$ cat config.mk
export PLATFORM = sky130hd
export DESIGN_NAME = uart_rx_fifo
export DESIGN_NICKNAME = d
export VERILOG_FILES = /design/src/rtl/uart_rx_fifo.sv
export SDC_FILE = /design/constraint.sdc
export NUM_CORES = 1
export LEC_CHECK = 0
export ABC_AREA = 1
export ABC_CLOCK_PERIOD_IN_PS = 8050
export CAP_MARGIN = 20
export CORE_UTILIZATION = 46
export CTS_CLUSTER_DIAMETER = 50
export DETAILED_ROUTE_END_ITERATION = 10
export DONT_BUFFER_PORTS = 1
export GPL_TIMING_DRIVEN = 0
export HOLD_SLACK_MARGIN = 0.05
export SETUP_SLACK_MARGIN = 0.5
export SLEW_MARGIN = 15
export SYNTH_ARGS = -nofsm -noshare
export SYNTH_HDL_FRONTEND = slang
export SYNTH_SLANG_ARGS = --single-unit
$ cat constraint.sdc
create_clock -name clk_in -period 8.05 [get_ports clk_in]
set_input_delay 0.4025 -clock clk_in [delete_from_list [all_inputs] [get_ports clk_in]]
set_output_delay 0.4025 -clock clk_in [all_outputs]
set_load 0.05 [all_outputs]
$ cat src/rtl/uart_rx_fifo.sv
// UART receive buffer: captures completed characters with their PE/FE/BI status
// into a 16550-style FIFO (or a single holding register in non-FIFO mode) and
// presents the head entry plus RX line-status and trigger indications.
module uart_rx_fifo #(
    parameter int unsigned DEPTH = 16,
    parameter int unsigned AW    = 4
) (
    input  logic       clk_in,
    input  logic       rst_in,
    input  logic       fifo_en_in,
    input  logic       clear_in,
    input  logic [1:0] trig_lvl_in,
    input  logic [1:0] wls_in,
    input  logic       push_in,
    input  logic [7:0] data_in,
    input  logic       pe_in,
    input  logic       fe_in,
    input  logic       bi_in,
    input  logic       pop_in,
    input  logic       lsr_rd_in,
    output logic [7:0] rbr_out,
    output logic       pe_out,
    output logic       fe_out,
    output logic       bi_out,
    output logic       dr_out,
    output logic       oe_out,
    output logic       fifo_err_out,
    output logic       trig_out,
    output logic [4:0] count_out,
    output logic       full_out,
    output logic       empty_out
);

    localparam int unsigned CW = AW + 1;

    // Entry layout: {bi, fe, pe, data[7:0]}
    logic [10:0]   mem_q [DEPTH];
    logic [AW-1:0] wr_ptr_q, wr_ptr_d;
    logic [AW-1:0] rd_ptr_q, rd_ptr_d;
    logic [CW-1:0] count_q, count_d;
    logic [CW-1:0] errcnt_q, errcnt_d;
    logic          oe_q, oe_d;
    logic          fifo_en_q;

    logic [CW-1:0] eff_depth;
    logic [CW-1:0] trig_level;
    logic          empty, full;
    logic [10:0]   head;
    logic          head_err;
    logic [7:0]    data_masked;
    logic [10:0]   new_entry;
    logic          new_err;
    logic          flush;
    logic          do_push, do_pop, overrun, overwrite;
    logic          err_inc, err_dec;

    // Decode status, masking, and the accepted push/pop/overrun events
    always_comb begin
        eff_depth = fifo_en_in ? CW'(DEPTH) : CW'(1);
        empty     = (count_q == '0);
        full      = (count_q == eff_depth);
        head      = mem_q[rd_ptr_q];
        head_err  = |head[10:8];

        unique case (wls_in)
            2'd0:    data_masked = {3'b000, data_in[4:0]};
            2'd1:    data_masked = {2'b00, data_in[5:0]};
            2'd2:    data_masked = {1'b0, data_in[6:0]};
            default: data_masked = data_in;
        endcase
        new_entry = {bi_in, fe_in, pe_in, data_masked};
        new_err   = bi_in | fe_in | pe_in;

        unique case (trig_lvl_in)
            2'd0:    trig_level = CW'(1);
            2'd1:    trig_level = CW'(4);
            2'd2:    trig_level = CW'(8);
            default: trig_level = CW'(14);
        endcase

        // A mode change flushes exactly like an explicit clear
        flush     = clear_in | (fifo_en_in != fifo_en_q);
        do_pop    = pop_in & ~empty & ~flush;
        // When full, a coincident pop frees the slot first
        do_push   = push_in & (~full | do_pop) & ~flush;
        overrun   = push_in & full & ~do_pop & ~flush;
        overwrite = overrun & ~fifo_en_in;

        // Overwriting the holding entry swaps one entry's error status for another
        err_inc   = (do_push | overwrite) & new_err;
        err_dec   = (do_pop | overwrite) & head_err;
    end

    // Next-state for pointers, occupancy, error-entry count and overrun flag
    always_comb begin
        wr_ptr_d = wr_ptr_q;
        rd_ptr_d = rd_ptr_q;
        count_d  = count_q;
        errcnt_d = errcnt_q;
        oe_d     = oe_q;

        if (flush) begin
            wr_ptr_d = '0;
            rd_ptr_d = '0;
            count_d  = '0;
            errcnt_d = '0;
        end else begin
            if (do_push) wr_ptr_d = wr_ptr_q + AW'(1);
            if (do_pop)  rd_ptr_d = rd_ptr_q + AW'(1);
            if (do_push && !do_pop) count_d = count_q + CW'(1);
            if (do_pop && !do_push) count_d = count_q - CW'(1);
            if (err_inc && !err_dec) errcnt_d = errcnt_q + CW'(1);
            if (err_dec && !err_inc) errcnt_d = errcnt_q - CW'(1);
        end

        // A new overrun outranks a coincident LSR read
        if (overrun)        oe_d = 1'b1;
        else if (lsr_rd_in) oe_d = 1'b0;
    end

    // Control state register with synchronous reset
    always_ff @(posedge clk_in) begin
        if (rst_in) begin
            wr_ptr_q  <= '0;
            rd_ptr_q  <= '0;
            count_q   <= '0;
            errcnt_q  <= '0;
            oe_q      <= 1'b0;
            fifo_en_q <= fifo_en_in;
        end else begin
            wr_ptr_q  <= wr_ptr_d;
            rd_ptr_q  <= rd_ptr_d;
            count_q   <= count_d;
            errcnt_q  <= errcnt_d;
            oe_q      <= oe_d;
            fifo_en_q <= fifo_en_in;
        end
    end

    // Entry storage; non-FIFO overrun replaces the head in place
    always_ff @(posedge clk_in) begin
        if (!rst_in) begin
            if (do_push)        mem_q[wr_ptr_q] <= new_entry;
            else if (overwrite) mem_q[rd_ptr_q] <= new_entry;
        end
    end

    // Head view and status outputs, gated to zero when empty
    always_comb begin
        rbr_out      = empty ? 8'h00 : head[7:0];
        pe_out       = ~empty & head[8];
        fe_out       = ~empty & head[9];
        bi_out       = ~empty & head[10];
        dr_out       = ~empty;
        oe_out       = oe_q;
        fifo_err_out = fifo_en_in & (errcnt_q != '0);
        trig_out     = fifo_en_in ? (count_q >= trig_level) : ~empty;
        count_out    = count_q;
        full_out     = full;
        empty_out    = empty;
    end

endmodule

==> metrics.yaml, run 1 <==
worst_setup_path:
  critical_path_class: "flip-flop to output port"
  cp.arrival_ns: 3.54
  timing.rr.end: "errcnt_q[4]"
  cp-startpoint: "count_out[1]"
  crit_chain: "nor2_1, nand3_1, inv_1, clkbuf_1, buf_6, a21oi_1"
  critical-path-max-stage-delay_ns: 0.82
  cp.depth: 6
  reg2reg_from: "count_out[1]"
  cpMaxStageDelayCell: "a21oi_1"
  critPathBufInv: 3
  ff2ff_path_depth: 15
  worstPathRequired_ns: 7.65
  endpoint: "rbr_out[6]"
  cp_max_fo: 6
  cp_top_family: "buffers and inverters"
  end_kind: "output port"
  r2r_slack_ns: 4.23
  critPathLaunchType: "flip-flop"
yosys:
  synth_cell_type_count: 38
  yosys.area_share.simple_pct: 12.3
  ys_seq_elements: 200
  avgSynthCellArea_um2: 11.8
  yosysWarnings: 0
  synth_edf_count: 176
  synth_top_family_by_area: "compound AO/OA/AOI/OAI gates"
  synthesis.area_um2: 8550
  synth_cells: 727
  synth-compound-area-share_pct: 13.7
  synth-xor-area-share_pct: 0.615
  synth_mux_area_share_pct: 0
  synth_fa_ha_area_share_pct: 2.52
  syn_nets: 765
  synth_top_cell_by_area: "edfxtp_1"
  async_flop_share_pct: 0
  synth_top_area_share_pct: 61.8
  ys.flop_type: "edfxtp_1"
  yosysSeqAreaShare_pct: 67.5
  synth.area.top_cells: "edfxtp_1, nor2_1, o21ai_0, dfxtp_1, o221ai_1"
placement:
  hpwl_um: 14400
  io_buffers: 0
  place_congestion: 0.849
sta:
  finalCriticalPeriod_ns: 3.94
  finalMaxSlewViolations: 0
  finalCritPeriodShare_pct: 49.0
  worst_pin_slew_ns: 1.19
  setup_viol: 0
  fin_tns_setup_ns: 0
  skew_ns: 0.0148
  hold_viol_final: 0
  max_slew_margin_pct: 20.7
  rsz0062_at_grt: "false"
  fmaxAchievable_mhz: 254
grt:
  grt_pass1_vias: 6066
  gr-total-overflow: 0
  grt_pass1_wl_um: 34500
  grt_max_degree: 17
  track_usage_pct: 24.4
  grt_antenna_before_repair: 0
clocking:
  cts_tree: "yes"
  clk_latency_ns: 0.44
  clk_pin_slew_worst_paths_ns: 0.07
  root_buffer: "clkbuf_16"
  cts_resized: 0
  cts.sinks: 200
  postCtsSetupBuffers: 0
  numCtsBuffers: 17
  htreeDepth: 4
  cts_max_path_buffers: 2
detailed_routing:
  via_count: 5895
  drt_iter0_drc: 497
  met1_length_um: 9330
  avgRoutedWirePerCell_um: 22.4
  postRouteAntennaNets: 0
  wl_met2_um: 11200
  dr_wl_met3_um: 1440
  drc: 6
  drt_wl_total_um: 22700
  top_layer_used: "met4"
  first_pass_iters: 9
  viasPerCell: 5.83
cells_and_area:
  fin_nets: 808
  drive_above_1_share_pct: 10.3
  syn2layout_area_growth_pct: 14.6
  num_antenna_cells: 0
floorplan:
  dieArea_um2: 19100
  num_rows: 49
  die_w_um: 138
  die_y_um: 138
  fp.coreArea_um2: 18100
  start_util_pct: 47.3
  io_pins: 44
power:
  p_leak_nw: 3.30
  power_mw: 2.19
  ir_worst_vdd_uv: 158
  powerDensity_nw_per_um2: 223
hold_path:
  min_path_type: "input pin to flip-flop"
outcome:
  violations: "DRC"
  outcome: "finished with violations"
job:
  maxCapViolCount: 0
==> cell families after synthesis <==
group           after synthesis
simple gates                233
fa+ha+maj                    16
flops                       200
buf+inv                      77
compound gates              195
xor+xnor                      6
==> power by group <==
group	leakage [nW]	switching [mW]	internal [mW]
Sequential	1.78	0.00273	1.13
Clock	0.322	0.375	0.615
Combinational	1.20	0.0465	0.0177
Total	3.30	0.424	1.76
==> layer usage <==
layer / track usage, % / up-vias
met4: 10.9 / 0
met3: 4.99 / 52
met2: 41.0 / 251
met1: 30.7 / 2867
met5: 0 / -
li1: - / 2725
==> repair_timing <==
item / in CTS / in global routing
hold buffers: 10 / 9
setup endpoints to repair: 0 / 0
endpoints found under the hold margin: 28 / 79
==> cell usage in the layout (no fill, tap or decap), types with 2 or more instances in the layout <==
cell and instances:
buf_2 6, inv_2 3, buf_4 2, o221ai_1 26, nand2_1 42, dlygate4sd3_1 19
buf_8 2, nor2_4 2, bufinv_16 7, nor2_1 127, a211oi_1 5, nand2_2 9
inv_1 39, o21ai_1 2, xnor2_1 4, nand3_1 26, dfxtp_1 24, ha_1 14
o21ai_0 100, xor2_1 2, fa_1 2, o21bai_1 2, clkbuf_16 17, nand3_2 5
o21a_1 2, clkinvlp_4 2, nor2_8 2, nor2_2 15, o22ai_1 9, o21ai_2 3
edfxtp_1 176, a21oi_1 31, clkbuf_1 32, o211ai_1 10
==> worst min-delay path by stage <==
stage | startpoint | endpoint | slack (ns) | depth (start not counted)
floorplan | fifo_en_in | fifo_en_q | 0.43 | 0
global placement | fifo_en_in | fifo_en_q | 0.43 | 0
detailed placement | fifo_en_in | fifo_en_q | 0.43 | 0
CTS | data_in[4] | mem_q[3][4] | 0.05 | 0
global route | data_in[1] | mem_q[4][1] | 0.05 | 0
finish | data_in[1] | mem_q[4][1] | 0.07 | 0
==> sequential cells by signal, summed over array words and instances (netlist names), named ones only <==
| register | flops |
|---|---|
| oe_out | 1 |
| count_out | 5 |
| rd_ptr_q | 4 |
| wr_ptr_q | 4 |
| errcnt_q | 5 |
| fifo_en_q | 1 |
| mem_q | 176 |
==> final cells by class <==
type | count | area, um^2
fillers | 1541 | 8290
multi-input cells | 450 | 2520
plain buffers | 35 | 139
repair buffers | 24 | 246
flip-flops and latches | 200 | 5770
clock buffers | 20 | 437
clock inverters | 12 | 246
well taps | 229 | 287
inverters | 42 | 158
==> cell usage after synthesis, types with 4 or more instances <==
cell type	instances
xnor2_1	4
a211oi_1	5
inv_1	39
o22ai_1	9
o211ai_1	10
edfxtp_1	176
o21ai_0	100
nor2_1	141
dfxtp_1	24
a21oi_1	31
nand3_1	26
nand2_1	42
buf_2	6
nand3_2	5
clkbuf_1	29
nand2_2	9
ha_1	14
o221ai_1	26
==> worst register-to-register path, delay by kind of cell (launching register included) <==
family	cells	cell delay, ns
adder cells (fa/ha/maj)	2	0.67
AO/OA/AOI/OAI	3	0.55
AND/OR/NAND/NOR	9	1.83
XOR/XNOR	1	0.18
flip-flops	1	0.55
==> metrics by stage <==
step	worst slack (ns)	util (%)	hold slack, ns	cell area (um^2)	instances
floorplan	4.84	-	0.430	8550	727
global placement	4.08	48.8	0.432	8830	956
detailed placement	4.22	49.3	0.431	8920	961
CTS	4.14	53.7	0.0508	9700	1003
global route	3.82	54.2	0.0501	9800	1012
finish	4.11	54.2	0.0693	9800	1012
Note: power is estimated with default switching activity, not from simulation.
==> run 2: changes to the inputs <==
Settings changed: ABC_AREA 1 to 0, ABC_CLOCK_PERIOD_IN_PS 8050 to 3600.
Clock period 8.05 ns to 3.6 ns, I/O delays scaled along.
==> run 2 against run 1 <==
Compared with the run above: the run now ends clean; combinational power grew 44%; cell count shrank 25%; sequential share of layout area grew 0.20 points; cell area about the same; die area shrank 1.9%; power rose by 100%; global-route usage is 3.0 points lower; synthesized area fell by 1.9%; clock-buffer cell count shrank 2; core utilization rose by 1.7 points; routed wire length shrank 18%; critical path type is now flip-flop to flip-flop; critical endpoint is now errcnt_q[4]; largest cell class unchanged; highest routed layer unchanged.
==> metrics.yaml, run 2 <==
floorplan:
  dieArea_um2: 18800
  die_w_um: 137
  start_util_pct: 47.8
  io_pins: 44
  die_y_um: 137
  num_rows: 48
  fp.coreArea_um2: 17500
sta:
  setup_viol: 0
  hold_viol_final: 0
  finalCritPeriodShare_pct: 94.4
  fmaxAchievable_mhz: 294
  rsz0062_at_grt: "true"
  whs_ns: 0.187
  finalCriticalPeriod_ns: 3.40
  max_slew_margin_pct: 39.5
  finalMaxSlewViolations: 0
  skew_ns: 0.00693
  worst_pin_slew_ns: 0.908
clocking:
  numCtsBuffers: 17
  htreeDepth: 4
  cts.sinks: 200
  cts_tree: "yes"
  root_buffer: "clkbuf_16"
  clk_pin_slew_worst_paths_ns: 0.07
  clk_latency_ns: 0.43
  cts_max_path_buffers: 2
detailed_routing:
  drc: 0
  first_pass_iters: 5
  via_count: 4466
  postRouteAntennaNets: 0
  drt_wl_total_um: 18500
  drt_iter0_drc: 353
  avgRoutedWirePerCell_um: 24.4
  viasPerCell: 5.87
yosys:
  synth_edf_count: 176
  synth-xor-area-share_pct: 1.46
  synth_cells: 471
  synth_cell_type_count: 49
  yosys-top-cells-count: "edfxtp_1, mux4_2, nor2_1, dfxtp_1, ha_1"
  avgSynthCellArea_um2: 17.8
  synth_top_area_share_pct: 63.1
  synth.area.top_cells: "edfxtp_1, mux4_2, dfxtp_1, ha_1, nor2_1"
  synthesis.area_um2: 8380
  async_flop_share_pct: 0
  synth_top_family_by_area: "multiplexers"
  synth-compound-area-share_pct: 4.29
  ys.flop_type: "edfxtp_1"
  yosysWarnings: 0
  syn_nets: 509
  synth_fa_ha_area_share_pct: 2.57
  yosysSeqAreaShare_pct: 68.8
  synth_top_cell_by_area: "edfxtp_1"
  synthMostInstantiatedCell: "edfxtp_1"
  yosys.area_share.simple_pct: 6.12
  synth_mux_area_share_pct: 14.8
  ys_seq_elements: 200
worst_setup_path:
  critPathLaunchType: "flip-flop"
  worstPathRequired_ns: 3.97
  critical-path-max-stage-delay_ns: 0.54
  crit_chain: "buf_8, mux4_2, mux4_2, o32a_1, ha_4, ha_4, nor2b_4, o21ai_2, and3_4, or4_4, a21oi_2"
  end_kind: "flip-flop"
  cpMaxStageDelayCell: "mux4_2"
  critical_path_class: "flip-flop to flip-flop"
  cp.arrival_ns: 3.77
  cp_max_fo: 8
grt:
  grt_pass1_wl_um: 27700
  track_usage_pct: 21.4
  grt_max_degree: 19
  grt_antenna_before_repair: 0
  gr-total-overflow: 0
  grt_pass1_vias: 4696
outcome:
  outcome: "completed"
power:
  power_frac_comb_pct: 2.1
  pwr-share-clk_pct: 40.2
  p_sw_share_pct: 21.2
  power_mw: 4.38
  ir_worst_vdd_uv: 382
  p_seq_share_pct: 57.6
  switching_power_mw: 0.929
  powerDensity_nw_per_um2: 447
  intPower_mw: 3.45
  p_leak_nw: 3.13
cells_and_area:
  final_cell_mix: "edfxtp_1, mux4_2, nor2_1"
  final_common_cell: "edfxtp_1"
  num_antenna_cells: 0
  largest_register: "mem_q"
  drive_above_1_share_pct: 29.5
  largest_reg_flops: 176
  fin_nets: 561
  syn2layout_area_growth_pct: 16.8
  fillers: 1373
placement:
  place_congestion: 0.817
  io_buffers: 0
  hpwl_um: 12100
job:
  maxCapViolCount: 0
hold_path:
  min_path_type: "input pin to flip-flop"
run 2: cell count changes in the layout (fill, tap and decap cells not counted), moves of 10 or more:
cell / before / now
o221ai_1: 26 / 0
nand2_1: 42 / 9
o22ai_2: 0 / 10
nand3_1: 26 / 9
nor2_2: 15 / 1
o21ai_0: 100 / 2
mux4_2: 0 / 53
a21oi_1: 31 / 10
clkbuf_1: 32 / 9
nor2_1: 127 / 28
and2_1: 0 / 10
inv_1: 39 / 10
run 2: final cells by class:
class,count,area [um^2],area share (%)
multi-input cells,236,2610,26.6
plain buffers,23,158,1.61
flip-flops and latches,200,5780,59.0
well taps,225,282,2.88
clock inverters,14,121,1.24
clock buffers,18,429,4.38
repair buffers,33,362,3.69
inverters,12,50.0,0.511
run 2: path summary, 6_finish.rpt:
kind / endpoint / slack (ns) / depth (start not counted) / from
worst max register to register: errcnt_q[4] / 0.20 / 11 / flip-flop
worst max-delay path: errcnt_q[4] / 0.20 / 11 / flip-flop
worst min register to register: errcnt_q[4] / 0.50 / 2 / errcnt_q[4]
worst min-delay path: wr_ptr_q[3] / 0.19 / 4 / push_in
run 2: kinds of logic after synthesis:
| group | count (synthesis) |
|---|---|
| DFF | 200 |
| buffers and inverters | 35 |
| AOI/OAI and AO/OA | 51 |
| and+or+nand+nor | 97 |
| muxes | 58 |
| adders and majority gates | 16 |
| xor gates and xnor gates | 14 |
run 2: timing repair:
action,CTS,global route
pin swaps,3,7
hold buffers,12,0
hold endpoints to repair,133,0
setup endpoints to repair,14,13
setup buffers,3,2
gates resized for setup,13,13
run 2: critical path: cells and delay by family, from the launching register on:
family / cells / cell delay, ns
AO/OA/AOI/OAI: 3 / 0.62
buffers and inverters: 1 / 0.14
multiplexers: 2 / 1.06
AND/OR/NAND/NOR: 3 / 0.71
flip-flops: 1 / 0.33
adder cells (fa/ha/maj): 2 / 0.48
run 2: metrics by stage:
step                      setup slack [ns]  area (um^2)  setup TNS, ns  instances  utilization [%]
after floorplan                      0.475         8450              0        471                -
after global placement              -0.557         8730          -6.34        696             49.8
after detailed placement            -0.282         9000         -0.282        712             51.3
after CTS                            0.219         9730              0        759             55.5
after global routing                 0.130         9790              0        761             55.8
final                                0.200         9790              0        761             55.8
run 2: power groups by stage:
stage,registers (mW),logic (mW),clock network (mW)
3_5_place_dp,2.57,0.0647,0
3_3_place_gp,2.57,0.0609,0
6_report,2.52,0.0927,1.76
4_1_cts,2.52,0.0930,1.80
2_1_floorplan,2.57,0.0486,0
5_1_grt,2.52,0.103,1.89
run 2: routing by layer:
metal  GRT usage [%]  vias to the layer above  wire (um)
met5               0                        -          0
met4            6.78                        0        315
met3            5.48                       23        992
met2            35.5                      131       9460
li1                -                     1985          -
met1            27.7                     2327       7770
==> run 3: changes to the inputs <==
Settings changed: REMOVE_ABC_BUFFERS set to 1.
==> run 3 against run 2 <==
Compared with the run above: global-route usage down 0.88 points; clock power increased by 10%; die area stayed put; register-to-register slack lost 0.05 ns; maximum frequency is 1.4% lower; cell area increased by 0.79%; core utilization rose by 0.44 points; critical path depth stayed put; power is 4.1% higher; via count shrank 2.7%.
==> metrics.yaml, run 3 (synthesis gave the netlist of run 2 again) <==
worst_setup_path:
  cp.arrival_ns: 3.81
  end_kind: "flip-flop"
  cp_max_fo: 4
  worstPathRequired_ns: 3.96
  critPathLaunchType: "flip-flop"
  critical_path_class: "flip-flop to flip-flop"
  cpMaxStageDelayCell: "mux4_2"
  crit_chain: "buf_16, mux4_2, mux4_2, o32a_1, ha_4, ha_4, nor2b_4, o21ai_2, and3_4, or4_4, a21oi_2"
  cp_top_family: "multiplexers"
  critical-path-max-stage-delay_ns: 0.54
  critPathBufInv: 1
clocking:
  numCtsBuffers: 17
  root_buffer: "clkbuf_16"
  htreeDepth: 4
  cts_max_path_buffers: 2
  cts.sinks: 200
  clk_pin_slew_worst_paths_ns: 0.07
  clk_latency_ns: 0.43
  cts_tree: "yes"
hold_path:
  min_from: "rst_in"
  min_path_type: "input pin to flip-flop"
detailed_routing:
  drc: 0
  drt_iter0_drc: 370
  drt_wl_total_um: 17400
  viasPerCell: 5.79
  via_count: 4346
  avgRoutedWirePerCell_um: 23.2
  postRouteAntennaNets: 0
  first_pass_iters: 4
sta:
  finalCriticalPeriod_ns: 3.45
  fmaxAchievable_mhz: 290
  worst_pin_slew_ns: 1.15
  max_slew_margin_pct: 22.9
  hold_viol_final: 0
  rsz0062_at_grt: "true"
  setup_viol: 0
  finalCritPeriodShare_pct: 95.8
  whs_ns: 0.154
  finalMaxSlewViolations: 0
  fin_tns_setup_ns: 0
  skew_ns: 0.0144
outcome:
  outcome: "completed"
power:
  pwr-share-clk_pct: 42.7
  ir_worst_vdd_uv: 362
  powerDensity_nw_per_um2: 462
  p_sw_share_pct: 19.2
  power_frac_comb_pct: 2.0
  switching_power_mw: 0.875
  p_leak_nw: 3.16
  intPower_mw: 3.68
  p_seq_share_pct: 55.3
floorplan:
  io_pins: 44
  die_w_um: 137
  fp.coreArea_um2: 17500
  dieArea_um2: 18800
  start_util_pct: 47.8
  num_rows: 48
  die_y_um: 137
cells_and_area:
  final_cells: 750
  drive_above_1_share_pct: 30.3
  num_antenna_cells: 0
  syn2layout_area_growth_pct: 17.8
  final_common_cell: "edfxtp_1"
  final_cell_mix: "edfxtp_1, mux4_2, nor2_1"
  fin_nets: 550
  largest_register: "mem_q"
  largest_reg_flops: 176
grt:
  grt_pass1_vias: 4467
  grt_antenna_before_repair: 0
  grt_pass1_wl_um: 26900
  gr-total-overflow: 0
  track_usage_pct: 20.5
  grt_max_degree: 24
placement:
  place_congestion: 0.780
  io_buffers: 0
  hpwl_um: 10700
  dp_cells: 687
job:
  maxCapViolCount: 0
[run 3: final timing paths]
kind / slack [ns] / end / cells after the start
max: 0.15 / errcnt_q[4] / 11
min: 0.15 / mem_q[9][1] / 3
max reg2reg: 0.15 / errcnt_q[4] / 11
min reg2reg: 0.53 / errcnt_q[4] / 2
[run 3: final cells by class]
cell class	instances	area (um^2)
Timing Repair Buffer	45	494
Tap cell	225	282
Clock buffer	22	464
Multi-Input combinational cell	236	2640
Sequential cell	200	5790
Inverter	12	58.8
Fill cell	1337	7670
Clock inverter	10	144
[run 3: metrics by stage]
step                area (um^2)  utilization, %  worst slack [ns]  power, mW
floorplan                  8260               -             -1.39       2.62
global placement           8550            48.7             -2.48       2.63
detailed placement         8800            50.2            -0.558       2.63
CTS                        9750            55.6             0.166       4.59
global route               9870            56.3            0.0597       4.69
finish                     9870            56.3             0.152       4.56
[run 3: what timing repair did]
item                                   in CTS  in global routing
cloned                                      1                  0
setup buffers                              14                  4
hold buffers                               12                  0
endpoints found under the hold margin     134                  0
setup endpoints to repair                 164                 21
pin swaps                                   4                  9
resized for setup                          19                 18
[run 3: layer usage]
metal,track usage (%),part of all wire [%],vias up
met4,7.02,1.4,0
li1,-,-,1965
met1,26.6,44,2269
met5,0,0,-
met2,34.4,51,93
met3,4.30,3.9,19
[run 3: worst reg2reg max path: stages (launching register included)]
cell,delay [ns]
dfxtp_4,0.38
buf_16,0.12
mux4_2,0.49
mux4_2,0.54
o32a_1,0.40
ha_4,0.20
ha_4,0.27
nor2b_4,0.15
o21ai_2,0.07
and3_4,0.15
or4_4,0.48
a21oi_2,0.13
[run 3: power by group through the flow]
stage / combinational, mW / sequential [mW] / clock, mW
3_3_place_gp: 0.0554 / 2.58 / 0
2_1_floorplan: 0.0452 / 2.58 / 0
4_1_cts: 0.0867 / 2.52 / 1.98
3_5_place_dp: 0.0577 / 2.58 / 0
6_report: 0.0896 / 2.52 / 1.94
5_1_grt: 0.0991 / 2.52 / 2.07
